File: src/rtl/kbd_code_scan_display_pkg.sv
// Shared definitions for the PS/2 released-key capture and display scanner:
// protocol byte values, capture FSM encoding and a saturating counter helper.
package kbd_code_scan_display_pkg;

  // PS/2 set-2 break prefix and extended-key prefix bytes
  localparam logic [7:0] KBD_BREAK = 8'hF0;
  localparam logic [7:0] KBD_EXT   = 8'hE0;

  // Capture FSM: IDLE waits for a break prefix, BRK waits for the released key byte
  typedef enum logic [0:0] {
    CAP_IDLE = 1'b0,
    CAP_BRK  = 1'b1
  } cap_state_e;

  // Increment an 8-bit count, holding at 255 instead of wrapping
  function automatic logic [7:0] sat_inc8(input logic [7:0] v);
    logic [7:0] r;
    if (v == 8'hFF) begin
      r = v;
    end else begin
      r = v + 8'd1;
    end
    return r;
  endfunction

endpackage

File: src/rtl/kbd_code_scan_display_refresh.sv
// Digit refresh scanner: divides clk down to one slot every REFRESH_DIV cycles,
// steps the driven digit index round-robin and exposes the matching active-low
// one-hot enable pattern (unregistered; the top registers it with the data).
module seg_refresh_scan #(
  parameter int DIGITS      = 4,
  parameter int REFRESH_DIV = 100000
) (
  input  logic                                       clk,
  input  logic                                       rst,
  output logic [((DIGITS > 1) ? $clog2(DIGITS) : 1)-1:0] digit_sel_o,
  output logic [DIGITS-1:0]                          seg_pattern_o
);

  localparam int SEL_W = (DIGITS > 1) ? $clog2(DIGITS) : 1;
  localparam int CNT_W = (REFRESH_DIV > 1) ? $clog2(REFRESH_DIV) : 1;

  logic [CNT_W-1:0] cnt_q;
  logic [CNT_W-1:0] cnt_d;
  logic [SEL_W-1:0] sel_q;
  logic [SEL_W-1:0] sel_d;
  logic             tc_s;

  assign tc_s = (cnt_q == CNT_W'(REFRESH_DIV - 1));

  // Next refresh count and digit index; digit advances on terminal count only
  always_comb begin
    cnt_d = cnt_q;
    sel_d = sel_q;
    if (tc_s) begin
      cnt_d = {CNT_W{1'b0}};
      if (sel_q == SEL_W'(DIGITS - 1)) begin
        sel_d = {SEL_W{1'b0}};
      end else begin
        sel_d = sel_q + SEL_W'(1);
      end
    end else begin
      cnt_d = cnt_q + CNT_W'(1);
    end
  end

  // Refresh counter and digit index registers
  always_ff @(posedge clk or negedge rst) begin
    if (!rst) begin
      cnt_q <= {CNT_W{1'b0}};
      sel_q <= {SEL_W{1'b0}};
    end else begin
      cnt_q <= cnt_d;
      sel_q <= sel_d;
    end
  end

  // Active-low one-hot pattern for the digit currently selected
  always_comb begin
    seg_pattern_o = {DIGITS{1'b1}};
    for (int i = 0; i < DIGITS; i++) begin
      if (sel_q == SEL_W'(i)) begin
        seg_pattern_o[i] = 1'b0;
      end else begin
        seg_pattern_o[i] = 1'b1;
      end
    end
  end

  assign digit_sel_o = sel_q;

endmodule

File: src/rtl/kbd_code_scan_display.sv
// Released-key history display: decodes PS/2 break sequences (optional E0
// prefix), keeps the last DIGITS released keys newest-first, and time-
// multiplexes them onto an active-low digit enable bus with registered outputs.
module kbd_code_scan_display
  import kbd_code_scan_display_pkg::*;
#(
  parameter int DIGITS      = 4,
  parameter int REFRESH_DIV = 100000,
  parameter int BLANK_EMPTY = 1
) (
  input  logic                                       clk,
  input  logic                                       rst,
  input  logic                                       valid_code_i,
  input  logic [7:0]                                 scan_code_in_i,
  input  logic                                       clear_i,
  output logic [7:0]                                 code_to_display_o,
  output logic                                       code_ext_o,
  output logic [DIGITS-1:0]                          seg_en_o,
  output logic [((DIGITS > 1) ? $clog2(DIGITS) : 1)-1:0] digit_sel_o,
  output logic [7:0]                                 key_count_o
);

  localparam int SEL_W = (DIGITS > 1) ? $clog2(DIGITS) : 1;

  cap_state_e        state_q;
  cap_state_e        state_d;
  logic              ext_pend_q;
  logic              ext_pend_d;
  logic              push_s;

  logic [7:0]        entry_q [DIGITS];
  logic [DIGITS-1:0] ext_q;
  logic [DIGITS-1:0] valid_q;
  logic [7:0]        key_count_q;

  logic [SEL_W-1:0]  sel_s;
  logic [DIGITS-1:0] seg_pattern_s;
  logic [DIGITS-1:0] seg_next_s;

  logic [7:0]        code_q;
  logic              code_ext_q;
  logic [DIGITS-1:0] seg_en_q;

  seg_refresh_scan #(
    .DIGITS      (DIGITS),
    .REFRESH_DIV (REFRESH_DIV)
  ) u_scan (
    .clk           (clk),
    .rst           (rst),
    .digit_sel_o   (sel_s),
    .seg_pattern_o (seg_pattern_s)
  );

  // Capture FSM next state; clear wins over a simultaneous byte strobe
  always_comb begin
    state_d    = state_q;
    ext_pend_d = ext_pend_q;
    push_s     = 1'b0;
    if (clear_i) begin
      state_d    = CAP_IDLE;
      ext_pend_d = 1'b0;
    end else if (valid_code_i) begin
      case (state_q)
        CAP_IDLE: begin
          if (scan_code_in_i == KBD_EXT) begin
            ext_pend_d = 1'b1;
          end else if (scan_code_in_i == KBD_BREAK) begin
            state_d = CAP_BRK;
          end else begin
            // make code: any pending E0 belonged to a key press, not a release
            ext_pend_d = 1'b0;
          end
        end
        CAP_BRK: begin
          if (scan_code_in_i == KBD_EXT) begin
            ext_pend_d = 1'b1;
          end else if (scan_code_in_i == KBD_BREAK) begin
            state_d = CAP_BRK;
          end else begin
            push_s     = 1'b1;
            ext_pend_d = 1'b0;
            state_d    = CAP_IDLE;
          end
        end
        default: begin
          state_d    = CAP_IDLE;
          ext_pend_d = 1'b0;
        end
      endcase
    end else begin
      state_d    = state_q;
      ext_pend_d = ext_pend_q;
    end
  end

  // Capture FSM state and pending-extension flag
  always_ff @(posedge clk or negedge rst) begin
    if (!rst) begin
      state_q    <= CAP_IDLE;
      ext_pend_q <= 1'b0;
    end else begin
      state_q    <= state_d;
      ext_pend_q <= ext_pend_d;
    end
  end

  // History shift buffer: newest at index 0, oldest falls off the end
  always_ff @(posedge clk or negedge rst) begin
    if (!rst) begin
      for (int i = 0; i < DIGITS; i++) begin
        entry_q[i] <= 8'h00;
      end
      ext_q   <= {DIGITS{1'b0}};
      valid_q <= {DIGITS{1'b0}};
    end else if (clear_i) begin
      for (int i = 0; i < DIGITS; i++) begin
        entry_q[i] <= 8'h00;
      end
      ext_q   <= {DIGITS{1'b0}};
      valid_q <= {DIGITS{1'b0}};
    end else if (push_s) begin
      for (int i = DIGITS - 1; i > 0; i--) begin
        entry_q[i] <= entry_q[i-1];
        ext_q[i]   <= ext_q[i-1];
        valid_q[i] <= valid_q[i-1];
      end
      entry_q[0] <= scan_code_in_i;
      ext_q[0]   <= ext_pend_q;
      valid_q[0] <= 1'b1;
    end else begin
      ext_q   <= ext_q;
      valid_q <= valid_q;
    end
  end

  // Released-key counter, saturating at 255
  always_ff @(posedge clk or negedge rst) begin
    if (!rst) begin
      key_count_q <= 8'h00;
    end else if (clear_i) begin
      key_count_q <= 8'h00;
    end else if (push_s) begin
      key_count_q <= sat_inc8(key_count_q);
    end else begin
      key_count_q <= key_count_q;
    end
  end

  // Enable pattern for the selected slot, dark when that slot was never written
  always_comb begin
    seg_next_s = seg_pattern_s;
    if ((BLANK_EMPTY != 0) && !valid_q[sel_s]) begin
      seg_next_s = {DIGITS{1'b1}};
    end else begin
      seg_next_s = seg_pattern_s;
    end
  end

  // Display output registers: one cycle behind digit index and buffer contents
  always_ff @(posedge clk or negedge rst) begin
    if (!rst) begin
      code_q     <= 8'h00;
      code_ext_q <= 1'b0;
      seg_en_q   <= {DIGITS{1'b1}};
    end else begin
      code_q     <= entry_q[sel_s];
      code_ext_q <= ext_q[sel_s];
      seg_en_q   <= seg_next_s;
    end
  end

  assign code_to_display_o = code_q;
  assign code_ext_o        = code_ext_q;
  assign seg_en_o          = seg_en_q;
  assign digit_sel_o       = sel_s;
  assign key_count_o       = key_count_q;

endmodule

File: config.mk
export PLATFORM = sky130hd
export DESIGN_NAME = kbd_code_scan_display
export DESIGN_NICKNAME = d
export VERILOG_FILES = /design/src/rtl/kbd_code_scan_display_pkg.sv /design/src/rtl/kbd_code_scan_display_refresh.sv /design/src/rtl/kbd_code_scan_display.sv
export SDC_FILE = /design/constraint.sdc
export NUM_CORES = 1
export LEC_CHECK = 0
export CAP_MARGIN = 20
export CORE_ASPECT_RATIO = 0.6
export CORE_MARGIN = 4
export CORE_UTILIZATION = 43
export CTS_BUF_LIST = sky130_fd_sc_hd__clkbuf_16
export DETAILED_ROUTE_END_ITERATION = 10
export PLACE_DENSITY = 0.72
export SETUP_SLACK_MARGIN = 0.1
export SLEW_MARGIN = 30
export SYNTH_ARGS = -nofsm -noshare
export SYNTH_HDL_FRONTEND = slang
export SYNTH_HIERARCHICAL = 1
export SYNTH_SLANG_ARGS = --single-unit
export TNS_END_PERCENT = 30
File: constraint.sdc
create_clock -name clk -period 1.9 [get_ports clk]
set_input_delay 0.285 -clock clk [delete_from_list [all_inputs] [get_ports clk]]
set_output_delay 0.285 -clock clk [all_outputs]
set_load 0.05 [all_outputs]
==> results of run 1 <==
critical path, cell delays in order, from the launching register on:
cell	delay (ps)
dfrtp_1	410
or4b_4	550
nor4_4	290
buf_4	160
mux2_4	280
stage by stage:
| stage | TNS [ps] | area, um2 | hold slack (ps) | std cells | util |
|---|---|---|---|---|---|
| after global routing | 0 | 4590 | 521 | 451 | 0.575 |
| final | 0 | 4590 | 461 | 451 | 0.575 |
| after floorplan | 0 | 3590 | -10.6 | 274 | - |
| after CTS | 0 | 4520 | 467 | 448 | 0.566 |
| after global placement | -1720 | 4220 | 274 | 431 | 0.528 |
| after detailed placement | -3790 | 4220 | 281 | 431 | 0.528 |
final cells by class:
class                   count  area share
repair buffers             65       0.136
multi-input cells         168       0.312
well taps                 108      0.0295
inverters                  12     0.00982
clock inverters             7      0.0153
clock buffers               9      0.0491
flip-flops and latches     82       0.449
cells in the final DEF, fill, tap and decap left out, types with 4 or more instances in the layout:
cell             count
inv_1               13
dfstp_2              4
mux4_2              10
buf_4               35
clkdlybuf4s50_1     19
dfrtp_1             78
xnor2_1              4
a22o_1              40
nand3_1              7
nand2b_1             5
ha_1                 6
a21oi_1              7
nand2_1              9
clkbuf_16            9
nor2_1              19
nand4_1              6
xor2_1               7
buf_12               6
or3_1                4
worst paths after layout:
kind                                         end  slack, ps  depth (start not counted)
setup / recovery           u_scan/digit_sel_o[0]         90                          4
hold / removal                       entry_q[11]        460                          2
setup reg to reg           u_scan/digit_sel_o[0]         90                          4
hold reg to reg                       entry_q[1]        500                          1
max in group asynchronous            seg_en_o[1]        830                          3
min in group clk                      entry_q[1]        500                          1
where the power goes:
group / switching (mW) / total (mW) / internal, mW
clock network: 0.681 / 1.69 / 1.01
logic: 0.0977 / 0.161 / 0.0629
registers: 0.00592 / 1.76 / 1.76
total: 0.784 / 3.62 / 2.83
routing by layer:
layer,part of all wire,vias up,GRT usage
li1,-,1140,-
met1,0.50,1239,0.235
met2,0.44,47,0.224
met3,0.048,4,0.0517
met4,0.0088,0,0.0471
met5,0,-,0
state kept, by name, indices dropped and copies added (netlist names), 2 cells and up:
| signal | cells |
|---|---|
| key_count_o | 8 |
| u_scan/cnt_q | 17 |
| ext_q | 4 |
| entry_q | 32 |
| u_scan/digit_sel_o | 2 |
| valid_q | 4 |
| seg_en_o | 4 |
| code_to_display_o | 8 |
logic make-up (layout without fill, tap and decap cells):
group,Yosys count,after routing,synth area share
multiplexers,14,14,0.0764
adder cells (fa/ha/maj),6,6,0.0209
AO/OA/AOI/OAI,62,62,0.145
buffers and inverters,24,93,0.0352
flip-flops,82,82,0.574
AND/OR/NAND/NOR,75,75,0.122
XOR/XNOR,11,11,0.0269
timing repair:
action | CTS | global route
setup endpoints to repair | 7 | 6
hold buffers | 1 | 0
resized for setup | 2 | 7
buffers inserted | 0 | 3
pin swaps | 0 | 2
endpoints found under the hold margin | 33 | 0
==> results.md, run 1 <==
- First-pass GRT wire length: between 10 and 15 mm
- Post-route clock period utilization: 0.952
- Core area: ~8000 um2
- Routed vias/inst: roughly 5.4
- Setup crit end kind: flip-flop
- Hold Path Class: input port to async pin
- Clk pin slew, worst setup/hold paths: roughly 60 ps
- Reg area: roughly 2100 um2
- I/O Pins: 35
- Post-route DRC: 0
- Synth unique cells: 46
- Least-Margin Pin Slew: 509 ps
- Max clock buf depth: 2
- Top_reg_cell synth: dfrtp_1
- Syn_nets: 292
- Wirelength per Cell: 15.9 um
- Grt ovf: 0
- Fin worst setup slack: around 90 ps
- Multi-input combinational cell area: around 1400 um2
- Post-Syn Instances: 274
- ANT cells: 0
- Post-DRT Antenna Nets: 0
- Die ar.: ~9900 um2
- Total Routing Usage GR: 0.159
- Syn Std Cell Area: between 3000 and 4000 um2
- Hold Violations, Final: 0
- Relative slew slack: 0.659
- Status: finished, final reports clean
- Register area share after synthesis: 0.574
- Static Leak: about 2.1 nW
- WS Path Type: flip-flop to flip-flop
- Post-synth EDFFs: 0
- DR pass1 iterations: 4
- Routability cong.: approximately 0.84
- Clk_lat worst skew: around 330 ps
- CTS tree: built
- Skew final: around 6.4 ps
- Root buffer cell: clkbuf_16
- Place WS: -102 ps
- Synth top area cells: dfrtp_1 (54%), a22o_1 (9.8%), mux4_2 (6.3%)
- CP arrival: about 2000 ps
- Crit path from: u_scan/cnt_q[12]
- Max Slew Vio Count: 0
- Vias in the first global route: around 2400
- # port buffers: 34
- Syn-to-layout area delta: 27.9%
- Synthesized area per cell: ~13 um2
- Die height: between 70 and 80 um
- FP Rows: 25
- # setup viols final: 0
- Post-synth top area share: 0.544
- Total power: roughly 3.6 mW
- DP HPWL: around 5.0 mm
- Clock sinks: 82
- Yosys reg bits: a little over 80
- DIE WIDTH: 126 um
- Maxcap violations: 0
- Initial Util: 0.450
- Largest net degree at the start of global routing: 36
- Synth area leader: dfrtp_1
- Critical path launch point type: flip-flop
- CP Max Fanout: 3
- Pwr dens: 789 nW/um2
- Initial DRC count: about 210
- Fin crit period: 1810 ps
- Peak Freq: 553 MHz
- Antenna violations before repair: 0
- Most common cell in the netlist: dfrtp_1
- RSZ-0062 raised after global routing: true
- Ys async rst share: 1.00
- Worst EP required: roughly 2100 ps
- Routed via count: ~2400
- VDD IR max: 0.496 mV
- Final net count: about 360
- H-Tree Depth: 3
- CTS Buf Count: 9
- Final wirelength: 7.17 mm
- Layout cells sized above 1: 0.248
- Top post-synthesis cells by count: dfrtp_1 (78), a22o_1 (40), nor2_1 (19)
- Yosys warns: 6
- Reg2Reg Launch Point: u_scan/cnt_q[12]
- # fillers: 654
Power figures use the tool's default switching activity.
==> inputs of run 2 (changes only) <==
--- a/config.mk
+++ b/config.mk
@@ -9,13 +9,12 @@
 export CORE_ASPECT_RATIO = 0.6
 export CORE_MARGIN = 4
 export CORE_UTILIZATION = 43
-export CTS_BUF_LIST = sky130_fd_sc_hd__clkbuf_16
+export CTS_BUF_LIST = sky130_fd_sc_hd__clkbuf_8
 export DETAILED_ROUTE_END_ITERATION = 10
 export PLACE_DENSITY = 0.72
 export SETUP_SLACK_MARGIN = 0.1
 export SLEW_MARGIN = 30
 export SYNTH_ARGS = -nofsm -noshare
 export SYNTH_HDL_FRONTEND = slang
-export SYNTH_HIERARCHICAL = 1
 export SYNTH_SLANG_ARGS = --single-unit
 export TNS_END_PERCENT = 30
==> constraint.sdc (replaced) <==
create_clock -name clk -period 1.5 [get_ports clk]
set_input_delay 0.225 -clock clk [delete_from_list [all_inputs] [get_ports clk]]
set_output_delay 0.225 -clock clk [all_outputs]
set_load 0.05 [all_outputs]
==> run 2 against run 1 <==
Net effect: the run now ends with negative setup slack left; sequential cell count unchanged; final area up 23%; via count up 25%; global-route usage up 2.4 points; total power up 18%; clock skew up 8.3 ps; clock-buffer cell count unchanged; hold slack worse by 320 ps; core utilization up 6.9 points; wire length up 38%; combinational power up 74%; largest power group unchanged.
==> results.md, run 2 <==
- First-pass GRT wire length: 15.5 mm
- # port buffers: 34
- Register area share after synthesis: 0.519
- CP arrival: ~1900 ps
- CTS Buf Count: 9
- Maxcap violations: 0
- Most common cell after layout, fill and taps aside: dfrtp_1
- Reg2Reg Launch Point: u_scan.cnt_q[5]
- Synth top area cells: dfrtp_1 (49%), a21oi_2 (8.6%), nand2_2 (6.2%)
- M3 GR Usage: 0.0502
- Fin cells: ~550
- Status: complete, but fails checks
- Die height: just over 80 um
- Initial DRC count: ~160
- Max Slew Vio Count: 0
- RSZ-0062 raised after global routing: true
- Syn_nets: between 300 and 400
- DIE WIDTH: between 100 and 150 um
- Die ar.: about 11000 um2
- Global route hottest layer: met2
- Synth unique cells: 45
- FP Rows: 26
- Pwr dens: 760 nW/um2
- Post-DRT Antenna Nets: 0
- Setup crit end kind: flip-flop
- Routed via count: ~3000
- Post-synth top area share: 0.493
- Compound-Gate Fraction of Synth Area: 0.120
- Cells after DPL: around 530
- GRT met1 Usage: 0.262
- Core area: a little under 9000 um2
- VDD IR max: roughly 0.45 mV
- Syn-to-layout area delta: 42.3%
- Top post-synthesis cells by count: dfrtp_1 (78), nand2_1 (49), a21oi_2 (39), nand2_2 (39), nor2_1 (15)
- Most common cell in the netlist: dfrtp_1
- Crit path from: u_scan.cnt_q[5]
- Post-Synth Adder-Cell Area: 0.0190
- Yosys warns: 0
- Initial Util: 0.453
- Post-route DRC: 0
- Grt ovf: 0
- Layout cells sized above 1: 0.581
- Wirelength per Cell: between 15 and 20 um
- Worst hold path endpoint: entry_q[26]
- # setup viols final: 12
- Post-route clock period utilization: 1.08
- Ordered list of cells on the worst path: nor4bb_2 -> nand4_1 -> nor3_4 -> mux2_2
- Static Leak: approximately 2.6 nW
- Synthesized area per cell: roughly 11 um2
- Total Routing Usage GR: 0.184
- XOR/XNOR Fraction of Synth Area: 0.0332
- CP Max Fanout: 3
- Yosys reg bits: 82
- Relative slew slack: 0.761
- ANT cells: 0
- Fin worst setup slack: -126 ps
- Critical path launch point type: flip-flop
- Hold Path Class: input port to flip-flop
- Worst reg2reg endpoint: u_scan.digit_sel_o[1]
- Routability cong.: between 0.8 and 0.9
- Violated checks: negative setup slack
- Routed vias/inst: between 5 and 6
- Ys async rst share: 1.00
- Met2 usage: 0.278
- Least-Margin Pin Slew: 358 ps
- Largest net degree at the start of global routing: 49
- CTS tree: built
- Final wirelength: roughly 10 mm
- Hold depth: 3
- Skew final: 14.6 ps
- Largest reg by FF count: entry_q
- Hold Violations, Final: 0
- WS Path Type: flip-flop to flip-flop
- Top_reg_cell synth: dfrtp_1
- Clk_lat worst skew: about 370 ps
- Register-to-Register Setup Slack: -130 ps
- Post-synthesis mux area share: 0.0654
- Final net count: around 460
- Fin crit period: between 1500 and 2000 ps
- Antenna violations before repair: 0
- Place WS: -498 ps
- DP HPWL: between 6 and 7 mm
- Post-synth EDFFs: 0
- Largest family of logic cells by synthesized area: simple AND/OR/NAND/NOR gates
- Hold_sp: scan_code_in_i[2]
- Largest register FFs: 32
- Worst r2r path cells: 4
- Clk pin slew, worst setup/hold paths: 90 ps
- Root buffer cell: clkbuf_8
- Peak Freq: just over 600 MHz
- Hold_ws: 137 ps
- Max clock buf depth: 2
- H-Tree Depth: 3
- Commonest cells after routing, fill and taps aside: dfrtp_1 (68), buf_4 (52), nand2_2 (45)
- # fillers: roughly 650
- Syn Std Cell Area: 3960 um2
- Critical path's slowest cell: dfrtp_1
- Post-Syn Instances: roughly 350
- Clock sinks: just over 80
- Vias in the first global route: approximately 3000
- DR pass1 iterations: 4
- Synth area leader: dfrtp_1
- Worst EP required: ~1800 ps
- Highest cell delay on the worst timing path: 420 ps
- I/O Pins: 35
- Largest registers: entry_q x32, u_scan.cnt_q x17
- Simple-gate area share of the yosys netlist: 0.198
[run 2: per-layer routing]
metal,vias up,share of wire
met5,-,0
met4,0,0.015
met3,20,0.048
met2,87,0.45
met1,1534,0.48
li1,1388,-
[run 2: kinds of logic (layout without fill, tap and decap cells)]
group / after synthesis / count (layout)
and+or+nand+nor: 147 / 147
buffers and inverters: 27 / 121
muxes: 13 / 13
adders and majority gates: 6 / 6
DFF: 82 / 82
xor gates and xnor gates: 15 / 15
AOI/OAI and AO/OA: 58 / 58
[run 2: worst max path at each step]
stage | to | slack, ps | cells past startpoint
after floorplan | key_count_o[5] | -130 | 5
after detailed placement | key_count_o[7] | -500 | 5
after CTS | u_scan.digit_sel_o[1] | -90 | 4
after global placement | entry_q[25] | -480 | 7
final | u_scan.digit_sel_o[1] | -130 | 4
after global routing | u_scan.digit_sel_o[1] | -210 | 4
[run 2: where the power goes]
group          leakage (nW)  switching, mW  internal [mW]  total (mW)
registers              1.10        0.00991           2.22        2.23
clock network         0.111          0.835          0.937        1.77
logic                  1.35          0.173          0.108       0.280
[run 2: critical path: cells and delay by family, from the launching register on]
kind	cells	cell delay [ps]
muxes	1	350
and+or+nand+nor	3	730
DFF	1	420
[run 2: per-stage QoR]
| stage | total power, mW | utilization | cell area (um2) | TNS, ps |
|---|---|---|---|---|
| after global routing | 4.43 | 0.644 | 5640 | -2870 |
| after detailed placement | 2.52 | 0.567 | 4960 | -22780 |
| final | 4.28 | 0.644 | 5640 | -1100 |
| after CTS | 4.28 | 0.602 | 5270 | -172 |
| after global placement | 2.52 | 0.567 | 4960 | -22730 |
| after floorplan | 2.37 | - | 4010 | -379 |
[run 2: area by class of cell]
| class | instances | area, um2 | area share |
|---|---|---|---|
| repair buffers | 96 | 1110 | 0.197 |
| well taps | 112 | 140 | 0.0249 |
| clock buffers | 9 | 124 | 0.0220 |
| clock inverters | 7 | 93.8 | 0.0166 |
| flip-flops and latches | 82 | 2070 | 0.368 |
| inverters | 9 | 33.8 | 0.00599 |
| multi-input cells | 239 | 2060 | 0.366 |
[run 2: what timing repair did]
action                     CTS  global route
cloned                       0             3
resized for setup           20            63
hold endpoints to repair    18             0
buffers inserted             0             6
pin swaps                   11            46
setup endpoints to repair   66            70
hold buffers                 1             0
